`config.mk`:
```
export PLATFORM = sky130hd
export DESIGN_NAME = d7s_scan_ctrl
export DESIGN_NICKNAME = d
export VERILOG_FILES = /design/src/rtl/d7s_scan_ctrl.sv
export SDC_FILE = /design/constraint.sdc
export NUM_CORES = 1
export LEC_CHECK = 0
export CAP_MARGIN = 10
export CORE_ASPECT_RATIO = 1.4
export CORE_MARGIN = 2
export CORE_UTILIZATION = 41
export DETAILED_ROUTE_END_ITERATION = 7
export SETUP_SLACK_MARGIN = 0.5
export SKIP_LAST_GASP = 1
export SYNTH_ARGS = -nofsm -noshare
export SYNTH_HDL_FRONTEND = slang
export SYNTH_SLANG_ARGS = --single-unit
```
`constraint.sdc`:
```
create_clock -name clk -period 3.8 [get_ports clk]
set_input_delay 0.76 -clock clk [delete_from_list [all_inputs] [get_ports clk]]
set_output_delay 0.76 -clock clk [all_outputs]
set_load 0.01 [all_outputs]
```
`src/rtl/d7s_scan_ctrl.sv`:
```
// rtl/d7s_scan_ctrl.sv - 3-digit multiplexed seven-segment scan scheduler
// Double-buffered BCD display value, inter-digit blanking and leading-zero suppression.
module d7s_scan_ctrl #(
  parameter int DWELL_CYCLES = 1000,
  parameter int BLANK_CYCLES = 16,
  parameter bit LZ_SUPPRESS  = 1'b1
) (
  input  logic        clk,
  input  logic        rst,
  input  logic        en,
  input  logic        load_valid,
  input  logic [11:0] load_bcd,
  output logic        load_ready,
  output logic [6:0]  seg,
  output logic [2:0]  digit_sel,
  output logic        frame_done
);

  localparam int MAX_CYC = (DWELL_CYCLES > BLANK_CYCLES) ? DWELL_CYCLES : BLANK_CYCLES;
  localparam int CW = (MAX_CYC < 1) ? 1 : $clog2(MAX_CYC + 1);
  localparam int BLANK_LAST_I = (BLANK_CYCLES > 0) ? BLANK_CYCLES - 1 : 0;
  localparam int DWELL_LAST_I = DWELL_CYCLES - 1;
  localparam logic [CW-1:0] BLANK_LAST = BLANK_LAST_I[CW-1:0];
  localparam logic [CW-1:0] DWELL_LAST = DWELL_LAST_I[CW-1:0];

  typedef enum logic [1:0] {ST_IDLE, ST_BLANK, ST_SHOW} state_t;

  state_t        state, state_n;
  logic [1:0]    idx, idx_n;
  logic [CW-1:0] cnt, cnt_n;
  logic [11:0]   display, display_n;
  logic [11:0]   pending;
  logic          pending_valid;
  logic          commit, accept, frame_done_n;
  logic [6:0]    seg_n;
  logic [2:0]    digit_sel_n;

  function automatic logic [6:0] decode(input logic [3:0] nib);
    case (nib)
      4'd0:    decode = 7'b1111110;
      4'd1:    decode = 7'b0110000;
      4'd2:    decode = 7'b1101101;
      4'd3:    decode = 7'b1111001;
      4'd4:    decode = 7'b0110011;
      4'd5:    decode = 7'b1011011;
      4'd6:    decode = 7'b1011111;
      4'd7:    decode = 7'b1110000;
      4'd8:    decode = 7'b1111111;
      4'd9:    decode = 7'b1111011;
      default: decode = 7'b0000001;
    endcase
  endfunction

  // Suppressed digits still get their transistor enabled so brightness stays uniform.
  function automatic logic [6:0] digit_seg(input logic [1:0] i, input logic [11:0] v);
    logic [3:0] nib;
    logic       blank;
    case (i)
      2'd0:    nib = v[3:0];
      2'd1:    nib = v[7:4];
      default: nib = v[11:8];
    endcase
    blank = LZ_SUPPRESS && (((i == 2'd2) && (v[11:8] == 4'd0)) ||
                            ((i == 2'd1) && (v[11:4] == 8'd0)));
    digit_seg = blank ? 7'd0 : decode(nib);
  endfunction

  assign load_ready = ~pending_valid & ~rst;

  always_comb begin
    state_n      = state;
    idx_n        = idx;
    cnt_n        = cnt;
    commit       = 1'b0;
    frame_done_n = 1'b0;
    case (state)
      ST_IDLE: begin
        if (en) begin
          commit  = pending_valid;
          idx_n   = 2'd0;
          cnt_n   = '0;
          state_n = (BLANK_CYCLES == 0) ? ST_SHOW : ST_BLANK;
        end
      end
      ST_BLANK: begin
        if (!en) begin
          state_n = ST_IDLE;
          idx_n   = 2'd0;
          cnt_n   = '0;
        end else if (cnt == BLANK_LAST) begin
          state_n = ST_SHOW;
          cnt_n   = '0;
        end else begin
          cnt_n = cnt + CW'(1);
        end
      end
      ST_SHOW: begin
        if (!en) begin
          state_n = ST_IDLE;
          idx_n   = 2'd0;
          cnt_n   = '0;
        end else if (cnt == DWELL_LAST) begin
          cnt_n   = '0;
          state_n = (BLANK_CYCLES == 0) ? ST_SHOW : ST_BLANK;
          if (idx == 2'd2) begin
            idx_n        = 2'd0;
            commit       = pending_valid;
            frame_done_n = 1'b1;
          end else begin
            idx_n = idx + 2'd1;
          end
        end else begin
          cnt_n = cnt + CW'(1);
        end
      end
      default: begin
        state_n = ST_IDLE;
        idx_n   = 2'd0;
        cnt_n   = '0;
      end
    endcase

    accept    = load_valid & load_ready;
    display_n = commit ? pending : display;
    // Outputs are computed from the next state so seg and digit_sel switch together.
    seg_n       = (state_n == ST_SHOW) ? digit_seg(idx_n, display_n) : 7'd0;
    digit_sel_n = (state_n == ST_SHOW) ? (3'b001 << idx_n) : 3'b000;
  end

  always_ff @(posedge clk) begin
    if (rst) begin
      state         <= ST_IDLE;
      idx           <= 2'd0;
      cnt           <= '0;
      display       <= 12'h000;
      pending       <= 12'h000;
      pending_valid <= 1'b0;
      seg           <= 7'd0;
      digit_sel     <= 3'd0;
      frame_done    <= 1'b0;
    end else begin
      state      <= state_n;
      idx        <= idx_n;
      cnt        <= cnt_n;
      display    <= display_n;
      seg        <= seg_n;
      digit_sel  <= digit_sel_n;
      frame_done <= frame_done_n;
      if (accept) begin
        pending <= load_bcd;
      end
      if (commit) begin
        pending_valid <= 1'b0;
      end else if (accept) begin
        pending_valid <= 1'b1;
      end
    end
  end

endmodule

```
==> results of run 1 <==
[per-stage QoR]
step                instances  power (mW)  hold WS, ns  cell area, um2
floorplan                 319       0.629        0.432            2770
global placement          424       0.676        0.442            3210
detailed placement        424       0.676        0.451            3210
CTS                       433        1.05        0.465            3330
global route              433        1.08        0.488            3340
finish                    433        1.03        0.462            3340
[path summary, 6_finish.rpt]
check / start / cells past startpoint / to
hold / removal: display[9] / 2 / display[9]
setup / recovery: state[0] / 14 / seg[2]
hold reg to reg: display[9] / 2 / display[9]
setup reg to reg: state[0] / 14 / seg[2]
[power breakdown]
part           switching (mW)  internal (mW)
combinational          0.0589         0.0548
clock                   0.177          0.194
sequential             0.0126          0.537
[placed cells by master, fill, tap and decap left out, types with 2 or more instances in the layout]
cell / netlist / final
nand2_1: 41 / 41
dfxtp_1: 50 / 50
o21ai_0: 15 / 15
and4_4: 2 / 2
inv_1: 17 / 17
buf_4: 1 / 21
o31ai_1: 3 / 3
nor4_1: 6 / 6
o32ai_1: 2 / 2
or4_1: 2 / 2
nor3_1: 5 / 5
o211ai_1: 10 / 10
xor2_1: 4 / 4
mux2i_1: 8 / 8
and3_1: 3 / 3
nor3b_1: 3 / 2
nor2b_1: 4 / 4
a31oi_1: 3 / 3
a21oi_1: 15 / 15
nor2_1: 23 / 23
nand3_1: 7 / 7
clkbuf_8: 0 / 5
nand4_1: 6 / 6
nand2b_1: 13 / 13
and2_1: 6 / 6
o21a_1: 5 / 4
a21o_1: 3 / 3
clkdlybuf4s50_1: 0 / 26
a311oi_1: 4 / 4
ha_1: 11 / 11
a211oi_1: 3 / 3
mux4_2: 3 / 3
[final cells by class]
type	instances	area share [%]
multi-input cells	237	49.3
well taps	74	2.77
repair buffers	48	12.9
inverters	17	1.91
flip-flops and latches	50	30.0
clock inverters	2	1.16
clock buffers	5	2.06
[per-layer routing]
layer  track usage, %  vias to the layer above  wire [um]
li1                 -                     1232          -
met1             19.0                     1172       2610
met2             36.5                       32       3520
met3             3.38                       17        132
met4             7.83                        0        201
met5                0                        -          0
[worst min-delay path, stage by stage, from the launching register on]
cell,delay (ns)
dfxtp_1,0.32
nand2_1,0.05
a21oi_1,0.05
[registers in the layout, indices dropped and copies added, names as in the netlist]
| register | cells |
|---|---|
| idx | 2 |
| frame_done | 1 |
| display | 12 |
| state | 2 |
| cnt | 10 |
| pending_valid | 1 |
| seg | 7 |
| digit_sel | 3 |
| pending | 12 |
[kinds of logic (layout without fill, tap and decap cells)]
family / Yosys count / after routing / share of synthesized area, %
buf+inv: 32 / 72 / 4.78
flops: 50 / 50 / 36.1
compound gates: 77 / 77 / 19.9
xor+xnor: 4 / 4 / 1.26
fa+ha+maj: 11 / 11 / 4.96
simple gates: 131 / 131 / 26.4
mux: 14 / 14 / 6.63
[repair_timing]
| item | CTS | global route |
|---|---|---|
| setup endpoints to repair | 1 | 3 |
| buffers inserted | 2 | 0 |
| resized for setup | 0 | 3 |
| pin swaps | 1 | 1 |
==> flow_summary.json, run 1 <==
{
  "layout.nets": 386,
  "wl_per_cell_um": 14.9,
  "clk_latency_ns": 0.31,
  "portBuffers": 27,
  "cp_top_family": "compound AO/OA/AOI/OAI gates",
  "num_rows": 35,
  "relSlewSlack_pct": 55.2,
  "ctsHoldBuffers": 0,
  "fmax_ghz": 0.338,
  "synth_fp_nets": 346,
  "yosysMostFrequentCell": "dfxtp_1",
  "grt_pass1_vias": 2509,
  "vias_per_cell": 5.67,
  "areaGrowthSynthToFinish_pct": 20.5,
  "cts_root_buffer": "clkbuf_8",
  "ys_seq_elements": 50,
  "synth_warnings": 0,
  "cp-start-kind": "flop",
  "ys_seq_area_share_pct": 36.1,
  "dp_hpwl_um": 5020,
  "synth_cell_types": 61,
  "rsz0062_at_grt": "no",
  "fp.dieW_um": 73.5,
  "grt_pass1_wl_um": 11100,
  "grt_overflow": 0,
  "synth_top_area_share_pct": 36.1,
  "ant_nets": 0,
  "multi_input_area_um2": 1650,
  "path_max_fanout": 8,
  "drv_cap": 0,
  "power_density_nw_per_um2": 310,
  "fin_crit_sh_pct": 77.9,
  "status": "complete, no violations",
  "antenna_cells": 0,
  "drv_slew": 0,
  "vias": 2453,
  "setup_violations": 0,
  "gp_routability_congestion": 0.810,
  "synth-main-ff-cell": "dfxtp_1",
  "cp_cell_sequence": "inv_1, ha_1, nand3b_1, nor4_4, o21a_2, o211ai_1, and2_1, o21a_1, inv_1, ha_1, o211ai_1, o22ai_1, nor3b_2, o32ai_1",
  "cts_buffer_depth": 2,
  "cp-end-kind": "flop",
  "pre_cts_ws_ns": 0.123,
  "tightest_slew_ns": 0.671,
  "leakagePower_nw": 1.27,
  "cts.htree.levels": 2,
  "drive_above_1_share_pct": 13.1,
  "netlist_top_cells_area": "dfxtp_1, nand2_1, ha_1",
  "grt_max_degree": 27,
  "arrival_ns": 3.17,
  "synth_top_cell_by_area": "dfxtp_1",
  "min_path_type": "reg -> reg",
  "worst_slack_ns": 0.840,
  "drt_pass1_iterations": 4,
  "cts.reportedPaths.clkPinSlew_ns": 0.09,
  "required_ns": 4.01,
  "routed_wl_um": 6470,
  "postLayoutCoreUtil_pct": 50.9,
  "core_area_um2": 6570,
  "worst_path_max_delay_cell": "nor4_4",
  "cts_tree": "yes",
  "criticalPathCategory": "reg -> reg",
  "syn_avg_cell_area_um2": 8.69,
  "ioPinCount": 28,
  "synth-edff-count": 0,
  "skew_ns": 0.00989,
  "critPathMaxStageDelay_ns": 0.45,
  "die_h_um": 101,
  "syn_area_um2": 2770,
  "drtIter0Drc": 82,
  "period_minus_slack_ns": 2.96,
  "peakVddDrop_uv": 154,
  "clock_sinks": 50,
  "cts_buffers": 5,
  "syn_inst": 319,
  "path_buf_inv": 2,
  "antenna_found_initial": 0,
  "grt_use_total_pct": 18.8,
  "route.detailed.drc": 0,
  "async_flop_share_pct": 0,
  "yosys-top-cells-count": "dfxtp_1, nand2_1, nor2_1",
  "ff_latch_area_um2": 1000,
  "initial_utilization_pct": 42.2,
  "reg2reg_setup_slack_ns": 0.84,
  "final_hold_viol_count": 0,
  "setup-tns-final_ns": 0,
  "fill_cells": 651,
  "die-area_um2": 7450
}
(Power assumes the default switching activity.)
==> run 2: changes to the inputs <==
==> constraint.sdc (replaced) <==
create_clock -name clk -period 2.6 [get_ports clk]
set_input_delay 0.52 -clock clk [delete_from_list [all_inputs] [get_ports clk]]
set_output_delay 0.52 -clock clk [all_outputs]
set_load 0.01 [all_outputs]
==> flow_summary.json, run 2 (same netlist as run 1, synthesis figures left out) <==
{
  "skew_ns": 0.00849,
  "cts.htree.levels": 2,
  "cp-end-kind": "flop",
  "top_regs": "display (12), pending (12), cnt (10)",
  "route.detailed.drc": 0,
  "fin_crit_sh_pct": 105,
  "leakagePower_nw": 1.46,
  "criticalPathCategory": "reg -> reg",
  "arrival_ns": 2.96,
  "mostFrequentLayoutCells": "buf_4, dfxtp_1, nand2_1, clkdlybuf4s50_1, nor2_1",
  "cp-start-kind": "flop",
  "grt_pass1_wl_um": 12400,
  "holdCritStartpoint": "display[9]",
  "portBuffers": 27,
  "relSlewSlack_pct": 75.9,
  "clk_latency_ns": 0.31,
  "worst_slack_ns": -0.141,
  "initial_utilization_pct": 42.2,
  "ctsHoldBuffers": 0,
  "grt_max_degree": 26,
  "stdcell_count": 474,
  "status": "complete, but fails checks",
  "dpl.cell_count": 460,
  "seqPwrFrac_pct": 53.3,
  "min_path_type": "reg -> reg",
  "antenna_found_initial": 0,
  "dp_hpwl_um": 5550,
  "fmax_ghz": 0.365,
  "intPower_mw": 1.11,
  "fill_cells": 604,
  "grt_use_total_pct": 21.2,
  "drive_above_1_share_pct": 30.3,
  "cts_buffer_depth": 2,
  "rsz0062_at_grt": "yes",
  "drt_pass1_iterations": 4,
  "vias_per_cell": 5.46,
  "ioPinCount": 28,
  "setup_violations": 7,
  "r2r-end": "seg[5]",
  "power_density_nw_per_um2": 387,
  "layout_commonest_cell": "buf_4",
  "num_rows": 35,
  "drv_slew": 0,
  "cts.reportedPaths.clkPinSlew_ns": 0.10,
  "critPathMaxStageDelay_ns": 0.54,
  "grt_overflow": 0,
  "core_area_um2": 6570,
  "cp_cell_sequence": "ha_4, and4bb_4, nand4_4, a2bb2oi_4, mux2i_2, mux4_2, buf_4, ha_2, inv_1, o32ai_1",
  "vias": 2587,
  "period_minus_slack_ns": 2.74,
  "grt_pass1_vias": 2574,
  "fin_hold_ws_ns": 0.460,
  "cts_tree": "yes",
  "pwr-share-comb_pct": 13.5,
  "ant_nets": 0,
  "die-area_um2": 7450,
  "gp_routability_congestion": 0.889,
  "setup-tns-final_ns": -0.640,
  "r2r-start": "cnt[0]",
  "die_h_um": 101,
  "wl_per_cell_um": 15.6,
  "postLayoutCoreUtil_pct": 59.4,
  "final_hold_viol_count": 0,
  "required_ns": 2.82,
  "p_sw_share_pct": 26.8,
  "holdPathStages": 2,
  "routed_wl_um": 7380,
  "cts_root_buffer": "clkbuf_8",
  "violations": "negative setup slack",
  "antenna_cells": 0,
  "tightest_slew_ns": 0.362,
  "drv_cap": 0,
  "power.switching_uw": 404,
  "worst_path_max_delay_cell": "mux4_2",
  "path_max_fanout": 5,
  "reg2reg_setup_slack_ns": -0.14,
  "areaGrowthSynthToFinish_pct": 40.7,
  "drtIter0Drc": 97,
  "peakVddDrop_uv": 188,
  "ff_latch_area_um2": 1010,
  "multi_input_area_um2": 1890,
  "layout.nets": 426,
  "r2r_cells": 10,
  "min_to": "display[9]",
  "cts_buffers": 5,
  "clkPwrFrac_pct": 33.2,
  "clock_sinks": 50,
  "fp.dieW_um": 73.5
}
run 2: layer usage:
metal	wire (um)	GRT usage (%)	vias to the layer above
li1	-	-	1316
met1	2820	22.9	1221
met2	4190	40.8	35
met3	145	2.19	15
met4	226	8.25	0
met5	0	0	-
run 2: layout make-up:
cell class / instances / area share, %
clock buffer: 6 / 2.12
multi-input combinational: 237 / 48.4
timing repair buffer: 88 / 18.9
clock inverter: 2 / 0.417
inverter: 17 / 1.83
tap: 74 / 2.37
sequential: 50 / 25.9
run 2: worst max-delay path by stage:
stage,startpoint,end,slack [ns],cells after the start
3_5_place_dp,en,seg[2],-0.71,11
4_1_cts,cnt[1],seg[2],-0.09,11
6_report,cnt[0],seg[5],-0.14,10
3_3_place_gp,en,seg[2],-0.64,11
5_1_grt,cnt[0],seg[2],-0.27,11
2_1_floorplan,en,seg[2],-0.09,11
run 2: per-stage QoR:
stage	worst slack [ns]	cell area [um2]	total power, mW
detailed placement	-0.711	3530	1.01
finish	-0.141	3900	1.51
global placement	-0.642	3530	1.01
CTS	-0.0911	3730	1.51
floorplan	-0.0895	2830	0.925
global route	-0.274	3900	1.58
run 2: repair_timing:
item	in CTS	in global routing
hold endpoints to repair	0	0
endpoints found under the setup margin	11	14
buffers inserted	2	4
resized for setup	24	27
pin swaps	13	15
run 2: critical path: cells and delay by family (launching register included):
family | cells | cell delay, ns
AO/OA/AOI/OAI | 2 | 0.43
adder cells (fa/ha/maj) | 2 | 0.47
buffers and inverters | 2 | 0.21
multiplexers | 2 | 0.71
flip-flops | 1 | 0.37
AND/OR/NAND/NOR | 2 | 0.44
run 2: power groups by stage:
stage,combinational [mW],sequential (mW),clock (mW)
after floorplan,0.111,0.814,0
after global placement,0.185,0.821,0
after detailed placement,0.187,0.821,0
after CTS,0.192,0.804,0.509
after global routing,0.224,0.807,0.545
final,0.204,0.804,0.500
==> RTL edit, RTL diff (flow settings as in run 1) <==
The parameter `BLANK_CYCLES` goes from 16 to 8.
--- a/src/rtl/d7s_scan_ctrl.sv
+++ b/src/rtl/d7s_scan_ctrl.sv
@@ -2,7 +2,7 @@
 // Double-buffered BCD display value, inter-digit blanking and leading-zero suppression.
 module d7s_scan_ctrl #(
   parameter int DWELL_CYCLES = 1000,
-  parameter int BLANK_CYCLES = 16,
+  parameter int BLANK_CYCLES = 8,
   parameter bit LZ_SUPPRESS  = 1'b1
 ) (
   input  logic        clk,
Formal check against the unedited RTL: not equivalent (Yosys sat finds a counterexample within 10 cycles, from zero or initial values and one cycle with rst high).
==> RTL edit against run 1 <==
- total power rose by 0.81%
- clock power barely moved
- worst setup slack got worse by 0.11 ns
- final area shrank 0.15%
- area after synthesis fell by 2.9%
- critical path depth unchanged
- core utilization is 2.1 points higher
- routed wire length down 1.5%
- clock skew barely moved
- non-clock buffer count grew 3
- sequential cell count unchanged
- combinational power grew 4%
==> RTL edit: results (changes against run 1) <==
- Syn nets: 351 (+1.4%)
- Leak: 1.32 nW (+4.0%)
- Initial antenna violation count: 0 (unchanged)
- Setup crit end kind: register
- Maximum vdd drop: 0.248 mV (+62%)
- Placed cells: 419 (-1.2%)
- Drt total wl: 6370 um (-1.5%)
- Port-buffer cells: 27 (unchanged)
- Worst-case clock buffer depth: 2 (unchanged)
- # nets final: 393 (+1.8%)
- R2R Path End: seg[2]
- Clk_lat worst skew: 0.30 ns
- Post-synth cell types: 63 (+3.3%)
- FILL cells: 640 (-1.7%)
- Share of post-route cells with drive strength above 1: 16.7% (+3.6 points)
- Routability cong.: 0.856 (+5.7%)
- Num CTS Buffers: 5 (unchanged)
- Sw Pwr: 0.000253 W (+1.9%)
- Diode count: 0 (unchanged)
- Worst Skew: 0.00969 ns (-0.000191 ns)
- Synth async-reset ratio: 0% (unchanged)
- Initial DRC Count: 78 (-4.9%)
- WL/cell: 14.5 um (-2.6%)
- CTS clk-pin slew, worst paths: 0.10 ns
- Reg-to-reg startpoint: state[0]
- Via count: 2388 (-2.6%)
- Crit Path Class: register to register
- Overall Global Routing Usage: 18.7% (-0.090 points)
- Pin count of the biggest net entering global routing: 38 (+41%)
- Hpwl dp: 4680 um (-6.8%)
- Least-Margin Pin Slew: 0.682 ns (+0.0109 ns)
- Cells after synthesis: 324 (+1.6%)
- Reg2Reg Depth: 14 (unchanged)
- Area contributors post-synth: dfxtp_1 37%, nand2_1 6.6%, ha_1 5.1%
- Reg2reg setup slack: 0.73 ns (-0.11 ns)
- Status: finished, final reports clean
- Root Buffer Master: clkbuf_8
- Vias in the first global route: 2345 (-6.5%)
- Largest registers: display (12), pending (12), cnt (10)
- H-Tree Depth: 2 (unchanged)
- Sequential share of the synthesized area: 37.2% (+1.1 points)
- Synth cell count leaders: 50 x dfxtp_1, 47 x nand2_1, 32 x nor2_1
- CP arrival: 3.28 ns (+0.11 ns)
- Max Fanout on Critical Path: 6 (-2)
- Worst Hold Class: register to register
- First-pass GRT wire length: 10800 um (-2.4%)
- Initial DRT Pass Iterations: 4 (unchanged)
- Yosys warns: 0 (unchanged)
==> RTL edit: worst min-delay path by stage <==
| stage | start | endpoint | slack [ns] | cells past startpoint |
|---|---|---|---|---|
| floorplan | pending[7] | display[7] | 0.44 | 2 |
| global placement | pending[7] | display[7] | 0.45 | 2 |
| detailed placement | pending[7] | display[7] | 0.46 | 2 |
| CTS | pending[7] | display[7] | 0.47 | 2 |
| global route | pending[7] | display[7] | 0.48 | 2 |
| finish | pending[7] | display[7] | 0.48 | 2 |
==> RTL edit: routing by layer <==
layer | vias to the layer above | track usage [%] | share of wire, %
met5 | - | 0 | 0
met4 | 0 | 7.41 | 2.2
met3 | 12 | 2.51 | 1.5
met2 | 23 | 34.2 | 53
met1 | 1131 | 21.6 | 43
li1 | 1222 | - | -
==> RTL edit: worst max-delay path, stage by stage (launching register included) <==
cell and delay, ns:
dfxtp_1 0.41, inv_1 0.08, ha_1 0.27, mux2i_2 0.27, nand4_1 0.27, and3_4 0.28
o21bai_4 0.19, a31oi_1 0.11, a21o_1 0.22, inv_2 0.09, ha_2 0.20, inv_1 0.05
o21ai_2 0.14, o311ai_2 0.12, o32ai_1 0.27
==> RTL edit: through the flow <==
step	power (W)	worst slack [ns]	cell area (um2)	util (%)	hold WS, ns
floorplan	0.000627	0.660	2690	-	0.441
detailed placement	0.000672	0.0783	3070	48.7	0.460
CTS	0.00105	0.523	3220	51.2	0.474
finish	0.00104	0.735	3340	53.0	0.475
global route	0.00109	0.546	3340	53.0	0.484
global placement	0.000671	0.194	3070	48.7	0.451
==> RTL edit: area by class of cell <==
cell class	instances	area share [%]
flip-flops and latches	50	30.0
well taps	72	2.70
repair buffers	51	13.8
clock buffers	5	2.06
clock inverters	2	1.16
multi-input cells	249	49.2
inverters	9	1.01
==> RTL edit: cells by family (layout without fill, tap and decap cells) <==
group / count (synthesis) / in the layout / synth area share (%)
buffers and inverters: 25 / 67 / 4.00
AO/OA/AOI/OAI: 73 / 73 / 18.4
adder cells (fa/ha/maj): 11 / 11 / 5.11
AND/OR/NAND/NOR: 149 / 149 / 29.4
XOR/XNOR: 4 / 4 / 1.30
multiplexers: 12 / 12 / 4.60
flip-flops: 50 / 50 / 37.2
==> RTL edit: power groups by stage <==
stage | combinational (W) | sequential [W] | clock, W
final | 0.000119 | 0.000551 | 0.000372
after global routing | 0.000133 | 0.000553 | 0.000406
after CTS | 0.000112 | 0.000551 | 0.000387
after detailed placement | 0.000108 | 0.000563 | 0
after global placement | 0.000107 | 0.000563 | 0
after floorplan | 0.0000697 | 0.000558 | 0
==> RTL edit: repair_timing <==
action                                 4_1_cts  5_1_grt
pin swaps                                    2        8
endpoints found under the hold margin        0        0
hold buffers                                 0        0
gates resized for setup                      4       13
setup buffers                                3        9
setup endpoints to repair                    1        6
